## src/rtl/control_sequencer_pkg.sv

```systemverilog
// ============================================================================
// Module      : control_sequencer_pkg
// Description : Opcodes, control-word bit indices and last-step table shared
//               by the microcode ROM and the step sequencer.
// Revision    : 1.0 - initial release
// ============================================================================
`default_nettype none

package control_sequencer_pkg;

  typedef enum logic [3:0] {
    OP_NOP = 4'h0,
    OP_LDA = 4'h1,
    OP_ADD = 4'h2,
    OP_SUB = 4'h3,
    OP_STA = 4'h4,
    OP_LDI = 4'h5,
    OP_JMP = 4'h6,
    OP_JC  = 4'h7,
    OP_JZ  = 4'h8,
    OP_OUT = 4'hE,
    OP_HLT = 4'hF
  } opcode_e;

  localparam int unsigned c_ctrl_width = 17;

  localparam int unsigned c_bit_hlt = 16;
  localparam int unsigned c_bit_mi  = 15;
  localparam int unsigned c_bit_ri  = 14;
  localparam int unsigned c_bit_ro  = 13;
  localparam int unsigned c_bit_io  = 12;
  localparam int unsigned c_bit_ii  = 11;
  localparam int unsigned c_bit_ai  = 10;
  localparam int unsigned c_bit_ao  = 9;
  localparam int unsigned c_bit_bi  = 8;
  localparam int unsigned c_bit_bo  = 7;
  localparam int unsigned c_bit_eo  = 6;
  localparam int unsigned c_bit_su  = 5;
  localparam int unsigned c_bit_oi  = 4;
  localparam int unsigned c_bit_ce  = 3;
  localparam int unsigned c_bit_co  = 2;
  localparam int unsigned c_bit_j   = 1;
  localparam int unsigned c_bit_fi  = 0;

  // Indexed by opcode; entry 15 first. Length never depends on flags, so an
  // untaken conditional jump still burns its execute step.
  localparam logic [15:0][2:0] c_last_step_table = {
    3'd2,                               // 1111 HLT
    3'd2,                               // 1110 OUT
    3'd1, 3'd1, 3'd1, 3'd1, 3'd1,       // 1101..1001 undefined
    3'd2,                               // 1000 JZ
    3'd2,                               // 0111 JC
    3'd2,                               // 0110 JMP
    3'd2,                               // 0101 LDI
    3'd3,                               // 0100 STA
    3'd4,                               // 0011 SUB
    3'd4,                               // 0010 ADD
    3'd3,                               // 0001 LDA
    3'd1                                // 0000 NOP
  };

  function automatic logic [2:0] last_step(input logic [3:0] op);
    return c_last_step_table[op];
  endfunction

endpackage

`default_nettype wire

```

## src/rtl/control_rom.sv

```systemverilog
// ============================================================================
// Module      : control_rom
// Description : Combinational microcode decode: opcode, step and flags to the
//               17-bit control word.
// Revision    : 1.0 - initial release
// ============================================================================
`default_nettype none

module control_rom
  import control_sequencer_pkg::*;
#(
  parameter int STEP_BITS = 3
) (
  input  logic [3:0]              opcode,
  input  logic [STEP_BITS-1:0]    step,
  input  logic                    flag_c,
  input  logic                    flag_z,
  output logic [c_ctrl_width-1:0] ctrl
);

  localparam logic [STEP_BITS-1:0] c_s0 = STEP_BITS'(0);
  localparam logic [STEP_BITS-1:0] c_s1 = STEP_BITS'(1);
  localparam logic [STEP_BITS-1:0] c_s2 = STEP_BITS'(2);
  localparam logic [STEP_BITS-1:0] c_s3 = STEP_BITS'(3);
  localparam logic [STEP_BITS-1:0] c_s4 = STEP_BITS'(4);

  always_comb begin
    ctrl = '0;
    case (step)
      c_s0: begin
        ctrl[c_bit_co] = 1'b1;
        ctrl[c_bit_mi] = 1'b1;
      end
      c_s1: begin
        ctrl[c_bit_ro] = 1'b1;
        ctrl[c_bit_ii] = 1'b1;
        ctrl[c_bit_ce] = 1'b1;
      end
      c_s2: begin
        case (opcode)
          OP_LDA, OP_ADD, OP_SUB, OP_STA: begin
            ctrl[c_bit_io] = 1'b1;
            ctrl[c_bit_mi] = 1'b1;
          end
          OP_LDI: begin
            ctrl[c_bit_io] = 1'b1;
            ctrl[c_bit_ai] = 1'b1;
          end
          OP_JMP: begin
            ctrl[c_bit_io] = 1'b1;
            ctrl[c_bit_j]  = 1'b1;
          end
          OP_JC: begin
            ctrl[c_bit_io] = flag_c;
            ctrl[c_bit_j]  = flag_c;
          end
          OP_JZ: begin
            ctrl[c_bit_io] = flag_z;
            ctrl[c_bit_j]  = flag_z;
          end
          OP_OUT: begin
            ctrl[c_bit_ao] = 1'b1;
            ctrl[c_bit_oi] = 1'b1;
          end
          OP_HLT: ctrl[c_bit_hlt] = 1'b1;
          default: ;
        endcase
      end
      c_s3: begin
        case (opcode)
          OP_LDA: begin
            ctrl[c_bit_ro] = 1'b1;
            ctrl[c_bit_ai] = 1'b1;
          end
          OP_ADD, OP_SUB: begin
            ctrl[c_bit_ro] = 1'b1;
            ctrl[c_bit_bi] = 1'b1;
          end
          OP_STA: begin
            ctrl[c_bit_ao] = 1'b1;
            ctrl[c_bit_ri] = 1'b1;
          end
          default: ;
        endcase
      end
      c_s4: begin
        if (opcode == OP_ADD || opcode == OP_SUB) begin
          ctrl[c_bit_eo] = 1'b1;
          ctrl[c_bit_ai] = 1'b1;
          ctrl[c_bit_fi] = 1'b1;
          ctrl[c_bit_su] = (opcode == OP_SUB);
        end
      end
      default: ;
    endcase
  end

endmodule

`default_nettype wire

```

## src/rtl/control_sequencer.sv

```systemverilog
// ============================================================================
// Module      : control_sequencer
// Description : Microstep counter and flags register driving the control ROM.
// Revision    : 1.0 - initial release
// ============================================================================
`default_nettype none

module control_sequencer
  import control_sequencer_pkg::*;
#(
  parameter int STEP_BITS = 3
) (
  input  logic                 clk,
  input  logic                 rst,
  input  logic [3:0]           opcode,
  input  logic                 CY,
  input  logic                 Z,
  output logic                 HLT,
  output logic                 MI,
  output logic                 RI,
  output logic                 RO,
  output logic                 IO,
  output logic                 II,
  output logic                 AI,
  output logic                 AO,
  output logic                 BI,
  output logic                 BO,
  output logic                 EO,
  output logic                 SU,
  output logic                 OI,
  output logic                 CE,
  output logic                 CO,
  output logic                 J,
  output logic                 FI,
  output logic [STEP_BITS-1:0] step,
  output logic                 flag_c,
  output logic                 flag_z
);

  logic [STEP_BITS-1:0]    r_step;
  logic                    r_flag_c;
  logic                    r_flag_z;
  logic [c_ctrl_width-1:0] w_ctrl;
  logic [STEP_BITS-1:0]    w_last_step;

  control_rom #(
    .STEP_BITS (STEP_BITS)
  ) u_control_rom (
    .opcode (opcode),
    .step   (r_step),
    .flag_c (r_flag_c),
    .flag_z (r_flag_z),
    .ctrl   (w_ctrl)
  );

  assign w_last_step = STEP_BITS'(last_step(opcode));

  // HLT freezes the counter on its own step; only rst can move it again.
  always_ff @(posedge clk or posedge rst) begin
    if (rst) begin
      r_step   <= '0;
      r_flag_c <= 1'b0;
      r_flag_z <= 1'b0;
    end else begin
      if (!w_ctrl[c_bit_hlt]) begin
        if (r_step == w_last_step) r_step <= '0;
        else                       r_step <= r_step + STEP_BITS'(1);
      end
      if (w_ctrl[c_bit_fi]) begin
        r_flag_c <= CY;
        r_flag_z <= Z;
      end
    end
  end

  assign HLT    = w_ctrl[c_bit_hlt];
  assign MI     = w_ctrl[c_bit_mi];
  assign RI     = w_ctrl[c_bit_ri];
  assign RO     = w_ctrl[c_bit_ro];
  assign IO     = w_ctrl[c_bit_io];
  assign II     = w_ctrl[c_bit_ii];
  assign AI     = w_ctrl[c_bit_ai];
  assign AO     = w_ctrl[c_bit_ao];
  assign BI     = w_ctrl[c_bit_bi];
  assign BO     = w_ctrl[c_bit_bo];
  assign EO     = w_ctrl[c_bit_eo];
  assign SU     = w_ctrl[c_bit_su];
  assign OI     = w_ctrl[c_bit_oi];
  assign CE     = w_ctrl[c_bit_ce];
  assign CO     = w_ctrl[c_bit_co];
  assign J      = w_ctrl[c_bit_j];
  assign FI     = w_ctrl[c_bit_fi];
  assign step   = r_step;
  assign flag_c = r_flag_c;
  assign flag_z = r_flag_z;

endmodule

`default_nettype wire

```

## config.mk

```make
export PLATFORM = sky130hd
export DESIGN_NAME = control_sequencer
export DESIGN_NICKNAME = d
export VERILOG_FILES = /design/src/rtl/control_sequencer_pkg.sv /design/src/rtl/control_rom.sv /design/src/rtl/control_sequencer.sv
export SDC_FILE = /design/constraint.sdc
export NUM_CORES = 1
export LEC_CHECK = 0
export CORE_MARGIN = 2
export CORE_UTILIZATION = 46
export DETAILED_ROUTE_END_ITERATION = 10
export PLACE_DENSITY = 0.85
export SYNTH_ARGS = -nofsm -noshare
export SYNTH_HDL_FRONTEND = slang
export SYNTH_SLANG_ARGS = --single-unit
```

## constraint.sdc

```tcl
create_clock -name clk -period 2.6 [get_ports clk]
set_input_delay 0.52 -clock clk [delete_from_list [all_inputs] [get_ports clk]]
set_output_delay 0.52 -clock clk [all_outputs]
set_load 0.005 [all_outputs]
```

==> metrics.txt, run 1 <==
status=complete, no violations; GRT Total Usage=0.249; pre-CTS setup slack=-0.233 ns; vias per inst=5.61; Synth Area in Adders=0.0843; crit path launch=step[1]$_DFFE_PP0N_; largest net degree at the start of global routing=12; global-route wire length before repair=between 3000 and 4000 µm; r2r endpoint=step[0]$_DFFE_PP0N_; critical path startpoint category=flop; reg2reg start=step[0]$_DFFE_PP0N_; Crit path top cell by count=inv_1; post-synthesis sequential area ratio=0.169; Die Span Y=44.2 µm; fin worst setup slack=0.0997 ns; die area=1950 µm²; routed vias=around 900; residual DRC count=0; ranking of synthesized cells by area=dfrtp_1 (17%), ha_1 (8.4%), nand2_1 (5.1%); port bufs=28; post-route cell area=around 1200 µm²; worst reg-to-reg setup slack=0.83 ns; Max Fclk=between 0.3 and 0.4 GHz; Placer Congestion=a little under 0.9; Worst path max stage delay=around 0.5 ns; post-synth cell types=slightly above 40; Hold Buf Count CTS=0; Tightest Hold Check Type=in -> async; CTS tree=yes; final non-filler cell total=161; Synth top area share=0.169; Placed Cells=between 150 and 200; Syn Inst Count=a little under 100; CP arrival=1.98 ns; Final setup viols=0; fin crit share=0.962; Die X=approximately 44 µm; WP data required=between 2 and 2.5 ns; Root Driver=clkbuf_4; post-synthesis instance area=742 µm²; 1st-iter DRT viols=21; clk sink count=5; Synth area leader=dfrtp_1; Max clock buf depth=2; Slew Limit Fails=0; grt ovf=0; Post-Synth XOR/XNOR Area=0.0236; # IOs=30; mux cell area share after synthesis=0.0135; post-synthesis compound-gate area fraction=0.201; combinational family with the most area after synthesis=simple AND/OR/NAND/NOR gates; Pwr Total=931 µW; Routed Antenna Nets=0; R2R cell count=8; Max IR drop VDD=about 0.5 mV; CORE AREA=about 1500 µm²; Clock Latency Late Sink=around 0.24 ns; WS Path Type=reg -> out; total leakage power=roughly 0.57 nW; Fin. Hold Viols=0; Max H-tree Level=1; setup TNS=0 ns; CP delay by family, top=buffers and inverters; minimum clock period=around 2.5 ns; P per Cell Area=around 780 nW/µm²; Area growth syn-to-layout=61.0%; Critical Path Sink Type=output pin; post-synth net total=110; Initial Util=0.493; CP max-delay cell=clkdlybuf4s50_1; max cap viols=0; Synth Area in Simple Gates=0.383; Post-Syn Area per Cell=approximately 7.6 µm²; DR WL/cell=approximately 14 µm; final clock skew=about 0.006 ns; share of post-route cells with drive strength above 1=0.303; detailed placement HPWL=1790 µm; #FFs+latches synth=5; drt pass-1 iters=4; row count=14; Hold Worst Slack=0.474 ns; critical-path cell list=buf_4 > inv_1 > ha_2 > nand4_1 > inv_1 > and2_1 > clkdlybuf4s50_1; clock-pin slew on the worst setup and hold paths=approximately 0.04 ns; antenna violations before repair=0; vias in the first global route=854; drt total wl=2270 µm; worst-path maximum fanout=11; crit path to=SU; Buf/Inv on CP=4; Util after Layout=0.793; final net count=between 150 and 200; Crit path depth=7; yosys warns=0; CTS Buf Count=3; number of diodes=0; Cell Area, Placed=around 1100 µm²
-- placed cells by master (no fill, tap or decap), types with 2 or more instances in the layout --
cell              n
a21o_1            2
a21oi_1           3
a31oi_1           2
and3_1            3
buf_4            25
clkbuf_2          2
clkbuf_4          3
clkdlybuf4s50_1  22
dfrtp_1           5
dlygate4sd2_1     3
ha_1              2
ha_2              3
inv_1             5
nand2_1          10
nand2b_1          5
nor2_1            8
nor2b_1           2
o211ai_1          3
o21ai_0           6
or3_1             2
xnor2_1           2
-- synthesized netlist by cell type --
library cell  number
nand2_1           10
nor2_1             8
o21ai_0            6
dfrtp_1            5
ha_1               5
inv_1              5
nand2b_1           5
buf_2              4
a21oi_1            3
and3_1             3
buf_4              3
nor2b_1            3
o211ai_1           3
a21o_1             2
a31oi_1            2
buf_6              2
nor3b_1            2
or3_1              2
xnor2_1            2
a211oi_2           1
a21oi_2            1
a31o_2             1
and2_1             1
and3b_1            1
and4_1             1
and4bb_1           1
and4bb_2           1
conb_1             1
inv_4              1
mux2i_1            1
nand2_2            1
nand4_1            1
nor3_1             1
nor3_2             1
nor3_4             1
nor4_1             1
nor4b_2            1
o21ai_1            1
o22a_1             1
o32a_1             1
or2_1              1
-- where the power goes --
group / total [mW] / switching (mW) / internal, mW
registers: 0.152 / 0.0340 / 0.118
clock network: 0.0871 / 0.0292 / 0.0578
logic: 0.692 / 0.309 / 0.383
-- metal layers --
metal	GRT usage	part of all wire	routed length, µm
met2	0.450	0.54	1240
met4	0.0485	0.0088	20
met1	0.311	0.41	932
met5	0	0	0
met3	0.0408	0.037	84
-- worst min path at each step --
| stage | cells after the start | endpoint | start | slack [ns] |
|---|---|---|---|---|
| final | 2 | flag_z$_DFFE_PP0P_ | rst | 0.47 |
| after CTS | 2 | flag_z$_DFFE_PP0P_ | rst | 0.47 |
| after floorplan | 1 | flag_c$_DFFE_PP0P_ | rst | 0.30 |
| after global routing | 2 | flag_z$_DFFE_PP0P_ | rst | 0.48 |
| after detailed placement | 2 | flag_z$_DFFE_PP0P_ | flag_z$_DFFE_PP0P_ | 0.51 |
| after global placement | 2 | flag_z$_DFFE_PP0P_ | flag_z$_DFFE_PP0P_ | 0.51 |
-- sequential cells by signal, indices dropped and copies added (netlist names) --
register	count
step	3
flag_z	1
flag_c	1
-- layout make-up --
cell class	count	area [µm²]
Multi-Input combinational cell	77	542
Fill cell	105	312
Sequential cell	5	125
Tap cell	16	20.0
Timing Repair Buffer	53	457
Clock buffer	4	26.3
Inverter	6	25.0
-- what timing repair did --
action	CTS	global route
setup endpoints to repair	13	8
resized for setup	7	8
pin swaps	0	0
gates cloned	0	0
buffers inserted	1	1
-- cells by family after synthesis --
family,after synthesis
AO/OA/AOI/OAI,22
XOR/XNOR,2
adder cells (fa/ha/maj),5
buffers and inverters,15
flip-flops,5
multiplexers,1
other,1
AND/OR/NAND/NOR,46
No activity file was read; power rests on OpenSTA's default activity.
==> inputs of run 2 (changes only) <==
- MAX_ROUTING_LAYER: not set -> met4
==> results of run 2 <==
Final layout, timing and power as in run 1 (identical DEF).
Main changes from that run: final weighted congestion in routability-driven placement 0.871 -> 0.885; overall routing resource usage 0.249 -> 0.257
